**config.mk**
```make
export PLATFORM = sky130hd
export DESIGN_NAME = fifo_stream_reader
export DESIGN_NICKNAME = d
export VERILOG_FILES = /design/src/rtl/fifo_stream_reader.sv
export SDC_FILE = /design/constraint.sdc
export NUM_CORES = 1
export LEC_CHECK = 0
export CAP_MARGIN = 20
export CORE_ASPECT_RATIO = 0.9
export CORE_MARGIN = 2
export CORE_UTILIZATION = 52
export CTS_CLUSTER_DIAMETER = 40
export CTS_CLUSTER_SIZE = 8
export DETAILED_ROUTE_END_ITERATION = 8
export GPL_ROUTABILITY_DRIVEN = 0
export PLACE_DENSITY = 0.9
export SYNTH_ARGS = -nofsm -noshare
export SYNTH_HDL_FRONTEND = slang
export SYNTH_SLANG_ARGS = --single-unit
export TNS_END_PERCENT = 1
```
**constraint.sdc**
```tcl
create_clock -name clk -period 2.96 [get_ports clk]
set_clock_uncertainty 0.2 [all_clocks]
set_input_delay 0.592 -clock clk [delete_from_list [all_inputs] [get_ports clk]]
set_output_delay 0.592 -clock clk [all_outputs]
set_load 0.005 [all_outputs]
```
**src/rtl/fifo_stream_reader.sv**
```systemverilog
// Read-side master for the synchronous FIFO: drains burst_len words through the
// FIFO read port and presents them on a valid/ready stream via a 2-entry skid buffer.
module fifo_stream_reader #(
  parameter int DATA_width = 32,
  parameter int LEN_width  = 8
) (
  input  logic                  clk,
  input  logic                  rst_n,
  input  logic                  start,
  input  logic [LEN_width-1:0]  burst_len,
  output logic                  busy,
  output logic                  done,
  output logic [LEN_width-1:0]  words_sent,
  output logic                  fifo_cs,
  output logic                  fifo_rd_en,
  input  logic                  fifo_empty,
  input  logic [DATA_width-1:0] fifo_data,
  output logic                  m_valid,
  input  logic                  m_ready,
  output logic [DATA_width-1:0] m_data,
  output logic [1:0]            dbg_state
);

  // Stream handshake: a word transfers on every rising edge where m_valid and
  // m_ready are both high; m_data is held stable while m_valid=1 and m_ready=0.

  typedef enum logic [1:0] {
    IDLE   = 2'd0,
    RUN    = 2'd1,
    FINISH = 2'd2
  } state_t;

  state_t                state_q, state_nxt;
  logic [LEN_width-1:0]  len_q;
  logic [LEN_width-1:0]  issued_q;
  logic [LEN_width-1:0]  words_q;
  logic                  inflight_q;
  logic [DATA_width-1:0] skid_q [2];
  logic                  head_q;
  logic [1:0]            occ_q;

  logic                  pop;
  logic                  push;
  logic                  tail;
  logic                  room;
  logic                  rd_en;
  logic                  accept_start;
  logic [1:0]            pending;
  logic [LEN_width-1:0]  sent_after_pop;

  // Reads already issued but not yet delivered must never exceed the two skid slots.
  always_comb begin
    pop            = m_valid & m_ready;
    push           = inflight_q;
    tail           = head_q ^ occ_q[0];
    pending        = occ_q + {1'b0, inflight_q};
    room           = (pending < 2'd2) | ((pending == 2'd2) & pop);
    rd_en          = (state_q == RUN) & ~fifo_empty & (issued_q < len_q) & room;
    sent_after_pop = words_q + {{(LEN_width-1){1'b0}}, pop};
  end

  always_comb begin
    state_nxt    = state_q;
    accept_start = 1'b0;
    case (state_q)
      IDLE: begin
        if (start) begin
          accept_start = 1'b1;
          state_nxt    = (burst_len == '0) ? FINISH : RUN;
        end
      end
      RUN: begin
        if (sent_after_pop == len_q) state_nxt = FINISH;
      end
      FINISH:  state_nxt = IDLE;
      default: state_nxt = IDLE;
    endcase
  end

  always_ff @(posedge clk or negedge rst_n) begin
    if (!rst_n) begin
      state_q    <= IDLE;
      len_q      <= '0;
      issued_q   <= '0;
      words_q    <= '0;
      inflight_q <= 1'b0;
    end else begin
      state_q    <= state_nxt;
      inflight_q <= rd_en;
      if (accept_start) begin
        len_q    <= burst_len;
        issued_q <= '0;
        words_q  <= '0;
      end else begin
        if (rd_en) issued_q <= issued_q + 1'b1;
        if (pop)   words_q  <= words_q + 1'b1;
      end
    end
  end

  // Skid buffer: the FIFO's registered data_out lands one edge after the read.
  always_ff @(posedge clk or negedge rst_n) begin
    if (!rst_n) begin
      skid_q[0] <= '0;
      skid_q[1] <= '0;
      head_q    <= 1'b0;
      occ_q     <= 2'd0;
    end else begin
      if (push) skid_q[tail] <= fifo_data;
      if (pop) head_q <= ~head_q;
      case ({push, pop})
        2'b10:   occ_q <= occ_q + 2'd1;
        2'b01:   occ_q <= occ_q - 2'd1;
        default: occ_q <= occ_q;
      endcase
    end
  end

  assign m_valid    = (occ_q != 2'd0);
  assign m_data     = skid_q[head_q];
  assign fifo_rd_en = rd_en;
  assign fifo_cs    = rd_en;
  assign busy       = (state_q == RUN);
  assign done       = (state_q == FINISH);
  assign words_sent = words_q;
  assign dbg_state  = state_q;

endmodule

```
==> impl_metrics.ini, run 1 <==
[synthesis]
synth_fp_nets = 432
ys_ff_latch = 94
synth_xor_area_frac = 0.0324
synth.yosys.warnings = 0
avgSynthCellArea_um2 = 12.3
async_reset_ff_frac = 1.00
synth.mux.area_fraction = 0.246
synth_compound_gate_area_share = 0.0487
synth_enable_flop_cells = 0
synth-seq-area-share = 0.512
synthCells = 374
synthSimpleGateAreaFrac = 0.0966
synth_area_um2 = 4600
yosys.cell_types.count = 43
synth_adder_area_share = 0.0354
dominant_combinational_cell_family_by_area_after_synthesis = multiplexers
ys.flop_type = dfrtp_1

[floorplanning]
die_area_um2 = 9610
design.core.area_um2 = 8570
floorplan.io_pins = 92
floorplan.initialDensity = 0.537
placementRows = 32
floorplan.die.height_um = 93.2
chipWidth_um = 103

[global_route]
global_route.usage.met2 = 0.376
globalRouteOverflowTotal = 0
wire_length_of_the_first_global_routing_pass_um = 16500
vias_in_the_first_global_route = 3432
busiest_layer = met2
met3_usage = 0.0456
antenna_violations_before_repair = 0
track_usage = 0.220
met1_demand_to_capacity_share_in_global_routing = 0.279
grt_start_max_net_pins = 58

[clock_tree]
cts_hold_repair.buffers = 0
numCtsBuffers = 9
worst_skew_pair.late_latency_ps = 350
clock_path_buffers = 2
root_buffer = clkbuf_8
cts_tree = yes
clkTransAtPathRegs_ps = 100
clock_tree_sinks = 94
ctsHtreeMaxLevel = 3

[setup_path]
setup.reg_to_reg.worst_slack_ps = 230
setup.worst_path.end_class = output pin
crit_arrival_ps = 2150
r2r-start = occ_q[0]$_DFFE_PN0P_
cp.required_ps = 2170
timing_worst_setup_path_type = flop to output pin
worst_setup_path_start_kind = flop
timing.critical_path.from = len_q[7]$_DFFE_PN0P_
crit_fanout = 3

[drt]
via_count = 3241
route.final.wire_length_um = 9870
detailedRoute.firstIterationViolations = 135
antenna_violation_net_count_after_detailed_routing = 0
vias_per_inst = 5.37
drt_first_pass_iters = 4
remaining_routing_drc_violations = 0
post_drt_wl_per_cell_um = 16.3

[layout]
drive_gt1_frac = 0.305
antenna-diode-count = 0
synthToLayoutAreaGrowth_pct = 29.7
layout.cell_area.non_filler_um2 = 5960
highest_count_cells_in_the_layout_ignoring_fill_and_taps = mux2_2 (94), dfrtp_1 (94), clkdlybuf4s50_1 (88), nand2_1 (23), buf_4 (22)
fin_nets = 538
layout.core_utilization = 0.696
final.fill_count = 639

[pwr]
cellPowerDensity_nw_per_um2 = 1040
p_total_w = 0.00622
static-leakage-power_nw = 2.53
max-vdd-ir-drop_uv = 640

[sta]
min_period_over_period = 0.994
max_freq_mhz = 340
finalHoldViolCount = 0
report.final.setup_viol = 0
worst_slew_margin_rel = 0.497
final.min_clock_period_ps = 2940
final_max_slew_viol_count = 0
tightestPinTransition_ps = 755
unrepaired_setup_endpoints_after_global_routing = yes

[placement]
detailed_place.area_um2 = 5760
place_hpwl_um = 7140
portBuffers = 91

[run]
maxCapViolations = 0

[run_status]
run_status = completed

[hold_path]
path_type_of_the_worst_min_delay_path = input port to async pin
[worst paths after layout]
path                            depth (start not counted)                       end
max in group asynchronous                               2   issued_q[2]$_DFFE_PN0P_
worst min-delay path                                    1   issued_q[7]$_DFFE_PN0P_
min in group clk                                        1     skid_q[7]$_DFFE_PN0P_
worst min register to register                          1     skid_q[7]$_DFFE_PN0P_
worst max register to register                         10  dbg_state[1]$_DFFE_PN0P_
worst max-delay path                                    7                   fifo_cs
[layout make-up]
type	instances	area (µm²)	area share
Clock buffer	10	128	0.0214
Clock inverter	6	46.3	0.00776
Inverter	9	33.8	0.00567
Multi-Input combinational cell	251	2140	0.359
Sequential cell	94	2350	0.394
Tap cell	119	149	0.0250
Timing Repair Buffer	115	1120	0.187
[layer usage]
metal  vias to the layer above  routed length (µm)  share of wire
met5                         -                   0              0
met4                         0                 190          0.019
li1                       1532                   -              -
met2                        86                5200           0.53
met1                      1607                4040           0.41
met3                        16                 436          0.044
[cell families (layout without fill, tap and decap cells)]
kind of cell,count (synthesis),in the layout
compound gates,38,38
xor+xnor,17,17
fa+ha+maj,13,13
buf+inv,29,140
flops,94,94
mux,101,101
simple gates,82,82
[per-stage QoR]
stage	worst slack (ps)	std cells	TNS (ps)	hold WS, ps
2_1_floorplan	202	374	0	96.4
3_3_place_gp	-360	586	-718	268
3_5_place_dp	-376	586	-750	281
4_1_cts	12.7	604	0	111
5_1_grt	-52.8	604	-105	123
6_report	16.4	604	0	74.7
[power breakdown]
group	internal (W)	switching, W	leakage (nW)
combinational	0.00202	0.00121	1.31
clock	0.000311	0.000462	0.0829
sequential	0.00188	0.000345	1.13
total	0.00421	0.00201	2.53
[sequential cells by signal, indices dropped and copies added, names as in the netlist]
signal / count
head_q: 1
occ_q: 2
inflight_q: 1
issued_q: 8
dbg_state: 2
len_q: 8
words_sent: 8
skid_q: 64
[synth_stat cells, types with 8 or more instances]
cell type / instances / area share
xor2_1: 9 / 0.017
buf_1: 9 / 0.0073
mux2_2: 94 / 0.23
nor2_1: 12 / 0.0098
xnor2_1: 8 / 0.015
ha_1: 13 / 0.035
inv_1: 9 / 0.0073
a21oi_1: 14 / 0.015
o21ai_0: 14 / 0.015
dfrtp_1: 94 / 0.51
nand2_1: 23 / 0.019
[critical path: stages, from the launching register on]
cell and delay [ps]:
dfrtp_1 410, inv_2 80, ha_4 200, a211oi_2 170, nand2_1 120, or4_4 570, nor2_4 140, buf_2 120
[timing repair]
action                                  CTS  global route
endpoints found under the setup margin    2             2
pin swaps                                 3             5
resized for setup                        13             1
buffers inserted                          2             0
Power figures use the tool's default switching activity.
==> inputs of run 2 (changes only) <==
--- a/config.mk
+++ b/config.mk
@@ -9,7 +9,7 @@
 export CORE_ASPECT_RATIO = 0.9
 export CORE_MARGIN = 2
 export CORE_UTILIZATION = 52
-export CTS_CLUSTER_DIAMETER = 40
+export CTS_CLUSTER_DIAMETER = 50
 export CTS_CLUSTER_SIZE = 8
 export DETAILED_ROUTE_END_ITERATION = 8
 export GPL_ROUTABILITY_DRIVEN = 0
==> results of run 2 <==
Final layout, timing and power as in run 1 (identical DEF).
==> inputs of run 3 (changes only) <==
--- a/config.mk
+++ b/config.mk
@@ -5,7 +5,6 @@
 export SDC_FILE = /design/constraint.sdc
 export NUM_CORES = 1
 export LEC_CHECK = 0
-export CAP_MARGIN = 20
 export CORE_ASPECT_RATIO = 0.9
 export CORE_MARGIN = 2
 export CORE_UTILIZATION = 52
==> results of run 3 <==
Final layout, timing and power as in run 1 (identical DEF).
